**src/rtl/game_turn_ctrl_pkg.sv**
```systemverilog
// Shared encodings and width helpers for the multi-player game-flow controller.
package game_pkg;

    typedef enum logic [1:0] {
        ST_IDLE  = 2'b00,
        ST_TURN  = 2'b01,
        ST_JUDGE = 2'b10,
        ST_END   = 2'b11
    } state_e;

    typedef enum logic [1:0] {
        GS_PLAYING = 2'b00,
        GS_WIN     = 2'b01,
        GS_TIE     = 2'b10,
        GS_NO_GAME = 2'b11
    } status_e;

    typedef enum logic [1:0] {
        JR_CONTINUE   = 2'b00,
        JR_WIN        = 2'b01,
        JR_BOARD_FULL = 2'b10,
        JR_FULL_ALIAS = 2'b11
    } judge_e;

    function automatic int player_width(input int num_players);
        int w;
        w = $clog2(num_players);
        return (w < 1) ? 1 : w;
    endfunction

    function automatic int count_width(input int max_moves);
        return $clog2(max_moves + 1);
    endfunction

    function automatic int timer_width(input int timeout);
        int w;
        w = $clog2(timeout + 1);
        return (w < 1) ? 1 : w;
    endfunction

endpackage

```
**src/rtl/game_turn_ctrl_if.sv**
```systemverilog
// Move/verdict handshake between the move decoder (master) and the turn controller (slave).
interface game_turn_ctrl_if #(
    parameter int PW = 1
);
    logic          move_valid;
    logic [PW-1:0] move_player;
    logic          move_ready;
    logic          judge_valid;
    logic [1:0]    judge_result;

    modport master (
        output move_valid,
        output move_player,
        output judge_valid,
        output judge_result,
        input  move_ready
    );

    modport slave (
        input  move_valid,
        input  move_player,
        input  judge_valid,
        input  judge_result,
        output move_ready
    );
endinterface

```
**src/rtl/game_turn_ctrl_timer.sv**
```systemverilog
// Per-turn cycle counter; expired is high while the count sits on the last allowed cycle.
module turn_timer #(
    parameter int TW      = 4,
    parameter int TIMEOUT = 8
) (
    input  logic clk,
    input  logic reset,
    input  logic clear,
    input  logic enable,
    output logic expired
);
    logic [TW-1:0] count_reg;
    logic [TW-1:0] count_next;

    always_comb begin
        count_next = count_reg;
        if (clear) begin
            count_next = '0;
        end else if (enable) begin
            count_next = count_reg + TW'(1);
        end
    end

    always_ff @(posedge clk or negedge reset) begin
        if (!reset) begin
            count_reg <= '0;
        end else begin
            count_reg <= count_next;
        end
    end

    assign expired = (count_reg == TW'(TIMEOUT - 1));
endmodule

```
**src/rtl/game_turn_ctrl.sv**
```systemverilog
// Turn sequencer for N players: accepts moves, waits for the board verdict, tracks
// move count, optional per-turn timeout, and reports winner/tie.
module game_turn_ctrl
    import game_pkg::*;
#(
    parameter int NUM_PLAYERS = 2,
    parameter int MAX_MOVES   = 42,
    parameter int TIMEOUT     = 0,
    localparam int PW  = player_width(NUM_PLAYERS),
    localparam int MCW = count_width(MAX_MOVES),
    localparam int TW  = timer_width(TIMEOUT)
) (
    input  logic               clk,
    input  logic               reset,
    input  logic               start,
    input  logic               abort,
    game_turn_ctrl_if.slave    bus,
    output logic [1:0]         state,
    output logic [PW-1:0]      cur_player,
    output logic [1:0]         game_status,
    output logic [PW-1:0]      winner,
    output logic [MCW-1:0]     move_count,
    output logic               move_accept,
    output logic               move_reject,
    output logic               turn_timeout
);
    state_e         state_reg, state_next;
    status_e        status_reg, status_next;
    logic [PW-1:0]  cur_player_reg, cur_player_next;
    logic [PW-1:0]  winner_reg, winner_next;
    logic [MCW-1:0] move_count_reg, move_count_next;
    logic           accept_reg, accept_next;
    logic           reject_reg, reject_next;
    logic           timeout_reg, timeout_next;

    logic   move_hit;
    logic   timeout_evt;
    logic   cap_reached;
    logic   timer_expired;
    logic   timer_clear;
    judge_e verdict;

    function automatic logic [PW-1:0] next_player(input logic [PW-1:0] p);
        return (p == PW'(NUM_PLAYERS - 1)) ? '0 : p + PW'(1);
    endfunction

    assign verdict     = judge_e'(bus.judge_result);
    assign move_hit    = (state_reg == ST_TURN) && bus.move_valid &&
                         (bus.move_player == cur_player_reg);
    // An accepted move on the expiry edge beats the timeout.
    assign timeout_evt = (state_reg == ST_TURN) && !abort && !move_hit && timer_expired;
    assign cap_reached = (move_count_reg == MCW'(MAX_MOVES));

    always_ff @(posedge clk or negedge reset) begin
        if (!reset) begin
            state_reg      <= ST_IDLE;
            status_reg     <= GS_NO_GAME;
            cur_player_reg <= '0;
            winner_reg     <= '0;
            move_count_reg <= '0;
            accept_reg     <= 1'b0;
            reject_reg     <= 1'b0;
            timeout_reg    <= 1'b0;
        end else begin
            state_reg      <= state_next;
            status_reg     <= status_next;
            cur_player_reg <= cur_player_next;
            winner_reg     <= winner_next;
            move_count_reg <= move_count_next;
            accept_reg     <= accept_next;
            reject_reg     <= reject_next;
            timeout_reg    <= timeout_next;
        end
    end

    always_comb begin
        state_next = state_reg;
        if (abort) begin
            state_next = ST_IDLE;
        end else begin
            case (state_reg)
                ST_IDLE, ST_END: begin
                    if (start) state_next = ST_TURN;
                end
                ST_TURN: begin
                    if (move_hit) state_next = ST_JUDGE;
                end
                ST_JUDGE: begin
                    if (bus.judge_valid) begin
                        state_next = (verdict == JR_CONTINUE && !cap_reached) ? ST_TURN : ST_END;
                    end
                end
                default: state_next = ST_IDLE;
            endcase
        end
    end

    always_comb begin
        status_next     = status_reg;
        cur_player_next = cur_player_reg;
        winner_next     = winner_reg;
        move_count_next = move_count_reg;
        accept_next     = 1'b0;
        reject_next     = 1'b0;
        timeout_next    = 1'b0;
        if (abort) begin
            status_next     = GS_NO_GAME;
            cur_player_next = '0;
            move_count_next = '0;
        end else begin
            case (state_reg)
                ST_IDLE, ST_END: begin
                    if (start) begin
                        status_next     = GS_PLAYING;
                        cur_player_next = '0;
                        move_count_next = '0;
                    end
                end
                ST_TURN: begin
                    if (move_hit) begin
                        accept_next     = 1'b1;
                        move_count_next = move_count_reg + MCW'(1);
                    end else begin
                        reject_next = bus.move_valid;
                        if (timeout_evt) begin
                            timeout_next    = 1'b1;
                            cur_player_next = next_player(cur_player_reg);
                        end
                    end
                end
                ST_JUDGE: begin
                    if (bus.judge_valid) begin
                        case (verdict)
                            JR_WIN: begin
                                status_next = GS_WIN;
                                winner_next = cur_player_reg;
                            end
                            JR_CONTINUE: begin
                                if (cap_reached) status_next = GS_TIE;
                                else cur_player_next = next_player(cur_player_reg);
                            end
                            default: status_next = GS_TIE;
                        endcase
                    end
                end
                default: ;
            endcase
        end
    end

    // Timer only runs across consecutive TURN cycles; any exit, entry or expiry restarts it.
    assign timer_clear = (state_reg != ST_TURN) || (state_next != ST_TURN) || timeout_evt;

    generate
        if (TIMEOUT > 0) begin : g_timer
            turn_timer #(
                .TW      (TW),
                .TIMEOUT (TIMEOUT)
            ) u_timer (
                .clk     (clk),
                .reset   (reset),
                .clear   (timer_clear),
                .enable  (1'b1),
                .expired (timer_expired)
            );
        end else begin : g_no_timer
            logic unused_timer_clear;
            assign unused_timer_clear = timer_clear;
            assign timer_expired      = 1'b0;
        end
    endgenerate

    assign bus.move_ready = (state_reg == ST_TURN);
    assign state          = state_reg;
    assign game_status    = status_reg;
    assign cur_player     = cur_player_reg;
    assign winner         = winner_reg;
    assign move_count     = move_count_reg;
    assign move_accept    = accept_reg;
    assign move_reject    = reject_reg;
    assign turn_timeout   = timeout_reg;
endmodule
```
**src/flat_wrapper.sv**
```systemverilog
// flat-port wrapper written by rule: the top's interface ports become plain ports
module game_turn_ctrl_flat import game_pkg::*;
#(
    parameter int NUM_PLAYERS = 2,
    parameter int MAX_MOVES   = 42,
    parameter int TIMEOUT     = 0,
    localparam int PW  = player_width(NUM_PLAYERS),
    localparam int MCW = count_width(MAX_MOVES),
    localparam int TW  = timer_width(TIMEOUT)
)
  (clk, reset, start, abort, state, cur_player, game_status, winner, move_count, move_accept, move_reject, turn_timeout, bus_move_valid, bus_move_player, bus_judge_valid, bus_judge_result, bus_move_ready);
  game_turn_ctrl_if bus_i ();
  input  logic clk;
  input  logic reset;
  input  logic start;
  input  logic abort;
  output logic [1:0] state;
  output logic [PW-1:0] cur_player;
  output logic [1:0] game_status;
  output logic [PW-1:0] winner;
  output logic [MCW-1:0] move_count;
  output logic move_accept;
  output logic move_reject;
  output logic turn_timeout;
  input wire logic [$bits(bus_i.move_valid)-1:0] bus_move_valid;
  input wire logic [$bits(bus_i.move_player)-1:0] bus_move_player;
  input wire logic [$bits(bus_i.judge_valid)-1:0] bus_judge_valid;
  input wire logic [$bits(bus_i.judge_result)-1:0] bus_judge_result;
  output wire logic [$bits(bus_i.move_ready)-1:0] bus_move_ready;
  assign bus_i.move_valid = bus_move_valid;
  assign bus_i.move_player = bus_move_player;
  assign bus_i.judge_valid = bus_judge_valid;
  assign bus_i.judge_result = bus_judge_result;
  assign bus_move_ready = bus_i.move_ready;
  game_turn_ctrl #(.NUM_PLAYERS(NUM_PLAYERS), .MAX_MOVES(MAX_MOVES), .TIMEOUT(TIMEOUT)) u_core (.clk(clk), .reset(reset), .start(start), .abort(abort), .bus(bus_i), .state(state), .cur_player(cur_player), .game_status(game_status), .winner(winner), .move_count(move_count), .move_accept(move_accept), .move_reject(move_reject), .turn_timeout(turn_timeout));
endmodule
```
**config.mk**
```make
export PLATFORM = sky130hd
export DESIGN_NAME = game_turn_ctrl_flat
export DESIGN_NICKNAME = d
export VERILOG_FILES = /design/src/rtl/game_turn_ctrl_pkg.sv /design/src/rtl/game_turn_ctrl_if.sv /design/src/rtl/game_turn_ctrl_timer.sv /design/src/rtl/game_turn_ctrl.sv /design/src/flat_wrapper.sv
export SDC_FILE = /design/constraint.sdc
export NUM_CORES = 1
export LEC_CHECK = 0
export BUFFER_PORTS_ARGS = -buffer_cell sky130_fd_sc_hd__buf_4
export CORE_UTILIZATION = 45
export DETAILED_ROUTE_END_ITERATION = 10
export HOLD_SLACK_MARGIN = 0.06
export PLACE_DENSITY = 0.75
export SLEW_MARGIN = 20
export SYNTH_ARGS = -nofsm -noshare
export SYNTH_HDL_FRONTEND = slang
export SYNTH_HIERARCHICAL = 1
export SYNTH_SLANG_ARGS = --single-unit
```
**constraint.sdc**
```tcl
create_clock -name clk -period 2 [get_ports clk]
set_clock_uncertainty 0.05 [all_clocks]
set_input_delay 0 -clock clk [delete_from_list [all_inputs] [get_ports clk]]
set_output_delay 0 -clock clk [all_outputs]
set_load 0.005 [all_outputs]
```
==> flow_metrics.py, run 1 <==
metrics = {
    "floorplan": {
        "rows": 15,
        "die_w_um": 45.5,
        "start_util_pct": 48.8,
        "ioPinCount": 25,
        "die_h_um": 45.5,
        "core_um2": 1750,
        "dieArea_um2": 2070,
    },
    "setup_path": {
        "arrival_ns": 2.05,
        "startpoint_type": "register",
        "cp_max_fo": 4,
        "required_ns": 2.16,
        "crit_path_end_kind": "register",
        "worstSetupPathType": "register to register",
    },
    "logic_synthesis": {
        "yosys-top-cells-area": "dfrtp_1, dfstp_2, ha_1",
        "synth-seq-cells": 14,
        "synth_cell_type_count": 35,
        "synth_warnings": 6,
        "yosysTopAreaCell": "dfrtp_1",
        "yosys.area.top_type_share_pct": 35.2,
        "syn_area_per_cell_um2": 10.0,
        "synth_area_um2": 852,
        "ys_seq_area_share_pct": 41.4,
        "synth_nets": 98,
        "synthCells": 85,
    },
    "min_path": {
        "hold_path.class": "input pin to register",
    },
    "finish": {
        "largest_reg_flops": 6,
        "layout_common_cells": "buf_4, dfrtp_1, dlygate4sd3_1, inv_1, nand2_1",
        "antenna_cells": 0,
        "post-route-util_pct": 64.4,
        "stdcell_area_um2": 1120,
        "stdcell_count": 140,
        "nets": 130,
        "drive_gt1_share_pct": 29.6,
        "syn2layout_area_growth_pct": 31.9,
        "final_common_cell": "buf_4",
    },
    "timing": {
        "setup_viol": 0,
        "max_freq_mhz": 530,
        "worstMarginPinSlew_ns": 0.559,
        "min_period_over_period_pct": 94.3,
        "fin_setup_tns_ns": 0,
        "final-hold-violation-count": 0,
        "finalMaxSlewViolations": 0,
        "period_minus_slack_ns": 1.89,
        "relSlewSlack_pct": 62.6,
        "rsz0062_at_grt": "false",
    },
    "pwr": {
        "power.share.sequential_pct": 50.7,
        "p_int_mw": 0.426,
        "switchingPower_mw": 0.170,
        "powerDensity_nw_per_um2": 530,
        "power.share.switching_pct": 28.6,
        "power_mw": 0.596,
        "vdd_drop_max_v": 0.000281,
        "pwr-share-comb_pct": 21.1,
        "clkPwrFrac_pct": 28.1,
        "p_leak_nw": 0.498,
    },
    "routing": {
        "vias": 785,
        "firstDrtPassIters": 4,
        "ant_nets": 0,
        "drt_iter0_drc": 16,
        "drc": 0,
        "post_drt_wl_per_cell_um": 13.9,
        "routed_wl_mm": 1.95,
        "avgViaCountPerCell": 5.61,
    },
    "clocking": {
        "cts.sink_count": 14,
        "htreeDepth": 1,
        "cts_buffers": 3,
        "clk_latency_ns": 0.29,
        "cts_root_buf": "clkbuf_4",
        "cts.clk_slew.worst_paths_ns": 0.09,
        "clockBufferDepth": 2,
        "cts_tree": "done",
    },
    "global_route": {
        "grt_pass1_wl_mm": 3.24,
        "antenna_found_initial": 0,
        "grt_max_degree": 13,
        "overflow": 0,
        "grt_pass1_vias": 717,
        "grt_usage_pct": 23.4,
    },
    "placement": {
        "dpl_cell_area_um2": 1040,
        "dp_hpwl_mm": 1.34,
        "place_congestion": 0.846,
        "io_buffers": 23,
        "placed_cells": 131,
    },
    "flow_run": {
        "cap_violations": 0,
    },
    "status": {
        "status": "complete, no violations",
    },
}
critical path: stages (launching register included):
cell      delay (ns)
dfrtp_1         0.40
inv_1           0.06
ha_1            0.35
nand2b_2        0.14
o211ai_1        0.15
or4b_1          0.48
a31oi_1         0.19
final timing paths:
kind | startpoint | end | slack, ns | depth (start not counted)
min reg2reg | u_core/winner$_DFFE_PN0P_ | u_core/winner$_DFFE_PN0P_ | 0.47 | 1
min | bus_judge_result[1] | u_core/game_status[1]$_DFFE_PN1P_ | 0.08 | 3
max reg2reg | u_core/state[0]$_DFFE_PN0P_ | u_core/cur_player$_DFFE_PN0P_ | 0.11 | 6
max | u_core/state[0]$_DFFE_PN0P_ | u_core/cur_player$_DFFE_PN0P_ | 0.11 | 6
min in group asynchronous | reset | u_core/game_status[0]$_DFFE_PN1P_ | 0.16 | 2
max in group asynchronous | reset | u_core/move_count[0]$_DFFE_PN0P_ | 0.77 | 3
cell families after synthesis:
| logic type | synth area share (%) |
|---|---|
| fa+ha+maj | 5.87 |
| other cells | 0.440 |
| buf+inv | 5.29 |
| xor+xnor | 1.91 |
| flops | 41.4 |
| simple gates | 22.9 |
| compound gates | 17.3 |
| mux | 4.85 |
synth_stat cells:
cell and number:
and4_1 1, nor3_1 1, dfstp_2 2, nand2_1 6, buf_4 3, or4b_1 1
mux2_2 1, o211ai_1 2, mux2i_1 3, nor2_1 4, o41ai_1 2, nand3b_1 2
o21a_1 1, a31oi_1 2, nand3_1 4, or3_1 1, o32ai_1 1, o2111a_1 1
o21ai_1 1, nand4_4 1, nand2b_2 1, nor3b_1 2, or2_2 1, conb_1 1
ha_1 4, or4_1 1, o21ai_0 2, xnor2_2 1, dfrtp_1 12, o22a_1 1
nand2b_1 4, inv_1 6, a21oi_1 5, a211o_1 3, nand4b_1 1
layout make-up:
class	count	area, µm²
Clock buffer	3	22.5
Fill cell	151	622
Inverter	6	22.5
Multi-Input combinational cell	62	454
Sequential cell	14	353
Tap cell	25	31.3
Timing Repair Buffer	30	240
what timing repair did:
action,CTS,global route
resized for setup,0,1
setup endpoints to repair,0,1
endpoints found under the hold margin,24,0
buffers inserted,0,0
hold buffers,6,0
per-layer routing:
layer	global-route usage (%)	vias to the layer above	part of all wire (%)	wire length [µm]
li1	-	377	-	-
met1	30.3	367	43	845
met2	36.3	37	49	963
met3	5.95	4	5.9	116
met4	10.9	0	1.3	25
met5	0	-	0	0
metrics by stage:
step	setup WS, ns	hold slack (ns)
after floorplan	0.254	-0.346
after global placement	0.224	-0.192
after detailed placement	0.163	-0.191
after CTS	0.150	0.0689
after global routing	0.0390	0.101
final	0.115	0.0836
power groups by stage:
stage | Clock, mW | Combinational (mW) | Sequential, mW
6_report | 0.168 | 0.126 | 0.302
5_1_grt | 0.190 | 0.139 | 0.304
4_1_cts | 0.174 | 0.125 | 0.302
3_5_place_dp | 0 | 0.115 | 0.308
3_3_place_gp | 0 | 0.113 | 0.307
2_1_floorplan | 0 | 0.0657 | 0.308
(Power assumes the default switching activity.)
==> run 2, diff against run 1 <==
BUFFER_PORTS_ARGS = unset   (was -buffer_cell sky130_fd_sc_hd__buf_4)
CTS_BUF_LIST = sky130_fd_sc_hd__clkbuf_8   (was unset)
DONT_BUFFER_PORTS = 1   (was unset)
PLACE_DENSITY = 0.64   (was 0.75)
==> run 2 against run 1 <==
Compared with the run above:
- global-route usage down 2.5 points
- core utilization down 5.9 points
- final area down 9.1%
- sequential power about the same
- combinational power down 17%
- via count down 9.7%
- power up 17%
- worst setup slack worse by 0.010 ns
- sequential share of layout area up 3.2 points
- critical path depth unchanged
- count of clock-buffer cells in the layout up 1
- non-clock buffer count down 20
- largest power group unchanged
==> flow_metrics.py, run 2 (synthesis results as in run 1) <==
metrics = {
    "routing": {
        "vias": 709,
        "routed_wl_mm": 1.90,
        "drc": 0,
        "drt_iter0_drc": 14,
        "ant_nets": 0,
        "firstDrtPassIters": 4,
        "post_drt_wl_per_cell_um": 15.7,
        "avgViaCountPerCell": 5.86,
    },
    "pwr": {
        "pwr-share-comb_pct": 15.1,
        "power_mw": 0.697,
        "vdd_drop_max_v": 0.000278,
        "powerDensity_nw_per_um2": 682,
        "switchingPower_mw": 0.181,
        "clkPwrFrac_pct": 41.2,
        "p_leak_nw": 0.410,
        "power.share.switching_pct": 26.0,
        "p_int_mw": 0.515,
        "power.share.sequential_pct": 43.7,
    },
    "setup_path": {
        "cp_max_fo": 5,
        "startpoint_type": "register",
        "required_ns": 2.12,
        "worstSetupPathType": "register to register",
        "arrival_ns": 2.01,
        "crit_path_end_kind": "register",
    },
    "clocking": {
        "cts_setup_buffers": 0,
        "cts_root_buf": "clkbuf_8",
        "cts.clk_slew.worst_paths_ns": 0.06,
        "cts.sink_count": 14,
        "clockBufferDepth": 2,
        "htreeDepth": 1,
        "cts_tree": "done",
        "clk_latency_ns": 0.25,
        "cts_buffers": 3,
    },
    "global_route": {
        "grt_usage_pct": 20.9,
        "grt_pass1_vias": 677,
        "grt_max_degree": 15,
        "overflow": 0,
        "grt_pass1_wl_mm": 2.98,
        "antenna_found_initial": 0,
    },
    "floorplan": {
        "die_w_um": 45.5,
        "dieArea_um2": 2070,
        "ioPinCount": 25,
        "core_um2": 1750,
        "die_h_um": 45.5,
        "start_util_pct": 48.8,
        "rows": 15,
    },
    "timing": {
        "period_minus_slack_ns": 1.90,
        "worst_hold_slack_ns": 0.108,
        "setup_viol": 0,
        "final-hold-violation-count": 0,
        "relSlewSlack_pct": 57.9,
        "worstMarginPinSlew_ns": 0.630,
        "min_period_over_period_pct": 94.8,
        "finalMaxSlewViolations": 0,
        "max_freq_mhz": 528,
    },
    "finish": {
        "syn2layout_area_growth_pct": 19.8,
        "final_common_cell": "dfrtp_1",
        "drive_gt1_share_pct": 15.6,
        "layout_common_cells": "dfrtp_1, dlygate4sd3_1, inv_1, nand2_1, a21oi_1",
        "nets": 110,
        "largest_reg_flops": 6,
        "antenna_cells": 0,
    },
    "flow_run": {
        "cap_violations": 0,
    },
    "placement": {
        "place_congestion": 0.849,
        "dp_hpwl_mm": 1.26,
        "io_buffers": 0,
    },
    "min_path": {
        "hold_path.class": "input pin to register",
    },
    "status": {
        "status": "complete, no violations",
    },
}
[run 2: power by group through the flow]
stage	registers [mW]	clock network (mW)	logic, mW
floorplan	0.308	0	0.0657
global placement	0.309	0	0.0755
detailed placement	0.309	0	0.0770
CTS	0.304	0.289	0.0992
global route	0.306	0.303	0.116
finish	0.304	0.287	0.105
[run 2: final timing paths]
check / cells past startpoint / to / slack (ns) / start
setup / recovery: 6 / u_core/cur_player$_DFFE_PN0P_ / 0.10 / u_core/state[1]$_DFFE_PN0P_
max in group asynchronous: 1 / u_core/move_count[0]$_DFFE_PN0P_ / 1.34 / reset
hold reg to reg: 1 / u_core/winner$_DFFE_PN0P_ / 0.50 / u_core/winner$_DFFE_PN0P_
min in group asynchronous: 1 / u_core/state[0]$_DFFE_PN0P_ / 0.16 / reset
hold / removal: 4 / u_core/move_count[3]$_DFFE_PN0P_ / 0.11 / start
setup reg to reg: 6 / u_core/cur_player$_DFFE_PN0P_ / 0.10 / u_core/state[1]$_DFFE_PN0P_
[run 2: worst max-delay path, cell delays in order, from the launching register on]
cell and delay, ns:
dfrtp_1 0.45, inv_1 0.07, ha_1 0.23, inv_1 0.15
o211ai_1 0.17, or4b_1 0.51, a31oi_1 0.19
[run 2: what timing repair did]
| action | in CTS | in global routing |
|---|---|---|
| hold endpoints to repair | 27 | 0 |
| resized for setup | 0 | 1 |
| hold buffers | 7 | 0 |
| endpoints found under the setup margin | 0 | 3 |
[run 2: per-layer routing]
metal  track usage (%)  part of all wire, %  vias up
met5                 0                    0        -
met4              12.7                  2.3        0
met3              5.56                  4.6        5
met2              33.7                   50       26
met1              24.4                   43      346
li1                  -                    -      332
[run 2: cell type report]
type	instances	area (µm²)
clock buffer	4	55.1
fill	151	724
inverter	6	22.5
multi-input combinational	62	467
sequential	14	353
tap	25	31.3
timing repair buffer	10	92.6
[run 2: stage by stage]
stage                     TNS (ns)  setup slack (ns)  instance area (µm²)  utilization, %  instances
after global routing       -0.0181           -0.0181                 1020            58.5        121
after floorplan                  0             0.254                  852               -         85
after CTS                        0             0.109                 1010            57.8        121
after detailed placement         0             0.127                  883            50.6        110
after global placement           0             0.174                  883            50.6        110
final                            0             0.105                 1020            58.5        121
==> run 3, diff against run 2 <==
PLACE_DENSITY = 0.7   (was 0.64)
==> run 3 against run 2 <==
Compared with the run above:
- flip-flop and latch count did not move
- sequential share of layout area increased by 0.43 points
- routed wire length shrank 4.1%
- critical endpoint unchanged
- largest cell class unchanged
==> flow_metrics.py, run 3 (synthesis results as in run 1) <==
metrics = {
    "timing": {
        "final-hold-violation-count": 0,
        "setup_viol": 0,
        "min_period_over_period_pct": 94.5,
        "relSlewSlack_pct": 58.7,
        "worstMarginPinSlew_ns": 0.617,
        "finalMaxSlewViolations": 0,
        "fin_setup_tns_ns": 0,
        "max_freq_mhz": 529,
        "period_minus_slack_ns": 1.89,
        "rsz0062_at_grt": "false",
    },
    "finish": {
        "largest_reg_flops": 6,
        "final_common_cell": "dfrtp_1",
        "nets": 110,
        "stdcell_count": 121,
        "antenna_cells": 0,
        "stdcell_area_um2": 1010,
        "drive_gt1_share_pct": 14.6,
        "syn2layout_area_growth_pct": 18.4,
        "fillers": 155,
        "layout_common_cells": "dfrtp_1, dlygate4sd3_1, inv_1, nand2_1, a21oi_1",
    },
    "flow_run": {
        "cap_violations": 0,
    },
    "floorplan": {
        "rows": 15,
        "die_h_um": 45.5,
        "ioPinCount": 25,
        "core_um2": 1750,
        "start_util_pct": 48.8,
        "die_w_um": 45.5,
        "dieArea_um2": 2070,
    },
    "clocking": {
        "cts_setup_buffers": 0,
        "cts_hold_buffers": 7,
        "clk_latency_ns": 0.24,
        "cts.repair.resized": 0,
        "cts_root_buf": "clkbuf_8",
        "cts_tree": "done",
        "cts_buffers": 3,
        "cts.clk_slew.worst_paths_ns": 0.06,
        "cts.sink_count": 14,
        "htreeDepth": 1,
        "clockBufferDepth": 2,
    },
    "global_route": {
        "antenna_found_initial": 0,
        "grt_pass1_wl_mm": 2.88,
        "overflow": 0,
        "grt_usage_pct": 19.5,
        "grt_pass1_vias": 629,
        "grt_max_degree": 15,
    },
    "routing": {
        "firstDrtPassIters": 4,
        "post_drt_wl_per_cell_um": 15.1,
        "drt_iter0_drc": 37,
        "routed_wl_mm": 1.82,
        "vias": 700,
        "ant_nets": 0,
        "drc": 0,
        "avgViaCountPerCell": 5.79,
    },
    "placement": {
        "place_congestion": 0.833,
        "dpl_cell_area_um2": 883,
        "placed_cells": 110,
        "io_buffers": 0,
        "dp_hpwl_mm": 1.26,
    },
    "setup_path": {
        "arrival_ns": 2.01,
        "crit_slowest_cell": "or4b_1",
        "cp_max_fo": 4,
        "cp_cell_sequence": "inv_1, ha_1, nand2b_2, o211ai_1, or4b_1, a31oi_1",
        "required_ns": 2.12,
        "slowest_delay_ns": 0.49,
        "startpoint_type": "register",
        "worstSetupPathType": "register to register",
        "crit_path_end_kind": "register",
    },
    "pwr": {
        "clkPwrFrac_pct": 40.3,
        "vdd_drop_max_v": 0.000315,
        "p_int_mw": 0.512,
        "p_leak_nw": 0.411,
        "power_mw": 0.677,
        "power.share.switching_pct": 24.4,
        "power.share.sequential_pct": 44.9,
        "switchingPower_mw": 0.165,
        "pwr-share-comb_pct": 14.7,
        "powerDensity_nw_per_um2": 671,
    },
    "status": {
        "status": "complete, no violations",
    },
    "min_path": {
        "hold_path.class": "input pin to register",
    },
}
## run 3: cell types whose count changed in the layout (fill, tap and decap cells not counted)
cell / before / now
ha_4: 1 / 0
ha_1: 3 / 4
## run 3: cell type report
cell class              count  area [µm²]  share of cell area [%]
inverters                   6        22.5                    2.23
multi-input cells          62         454                    45.0
repair buffers             10        92.6                    9.18
flip-flops and latches     14         353                    35.0
well taps                  25        31.3                    3.10
clock buffers               4        55.1                    5.46
## run 3: per-stage QoR
stage / setup WS (ns) / utilization (%) / hold slack (ns)
after floorplan: 0.254 / - / -0.346
final: 0.111 / 57.8 / 0.0621
after global placement: 0.173 / 50.6 / -0.345
after CTS: 0.110 / 57.8 / 0.0604
after detailed placement: 0.155 / 50.6 / -0.345
after global routing: 0.0133 / 57.8 / 0.0717
## run 3: layer usage
| metal | global-route usage (%) | wire, µm |
|---|---|---|
| met3 | 6.75 | 129 |
| met4 | 7.27 | 21 |
| met5 | 0 | 0 |
| met2 | 29.7 | 837 |
| met1 | 25.4 | 835 |
## run 3: final timing paths
check	end	startpoint	slack, ns	cells past startpoint
max in group asynchronous	u_core/move_count[4]$_DFFE_PN0P_	reset	1.34	1
setup / recovery	u_core/cur_player$_DFFE_PN0P_	u_core/state[0]$_DFFE_PN0P_	0.11	6
hold / removal	u_core/winner$_DFFE_PN0P_	bus_judge_valid	0.06	2
setup reg to reg	u_core/cur_player$_DFFE_PN0P_	u_core/state[0]$_DFFE_PN0P_	0.11	6
hold reg to reg	u_core/winner$_DFFE_PN0P_	u_core/winner$_DFFE_PN0P_	0.49	1
min in group asynchronous	u_core/cur_player$_DFFE_PN0P_	reset	0.16	1
## run 3: power groups by stage
stage | Sequential, mW | Combinational (mW) | Clock [mW]
6_report | 0.304 | 0.0997 | 0.273
5_1_grt | 0.305 | 0.109 | 0.294
4_1_cts | 0.304 | 0.0990 | 0.282
3_5_place_dp | 0.309 | 0.0767 | 0
3_3_place_gp | 0.309 | 0.0752 | 0
2_1_floorplan | 0.308 | 0.0657 | 0
## run 3: worst max-delay path, delay by kind of cell, from the launching register on
family / cells / cell delay, ns
AOI/OAI and AO/OA: 2 / 0.32
adders and majority gates: 1 / 0.35
and+or+nand+nor: 2 / 0.63
buffers and inverters: 1 / 0.07
DFF: 1 / 0.39
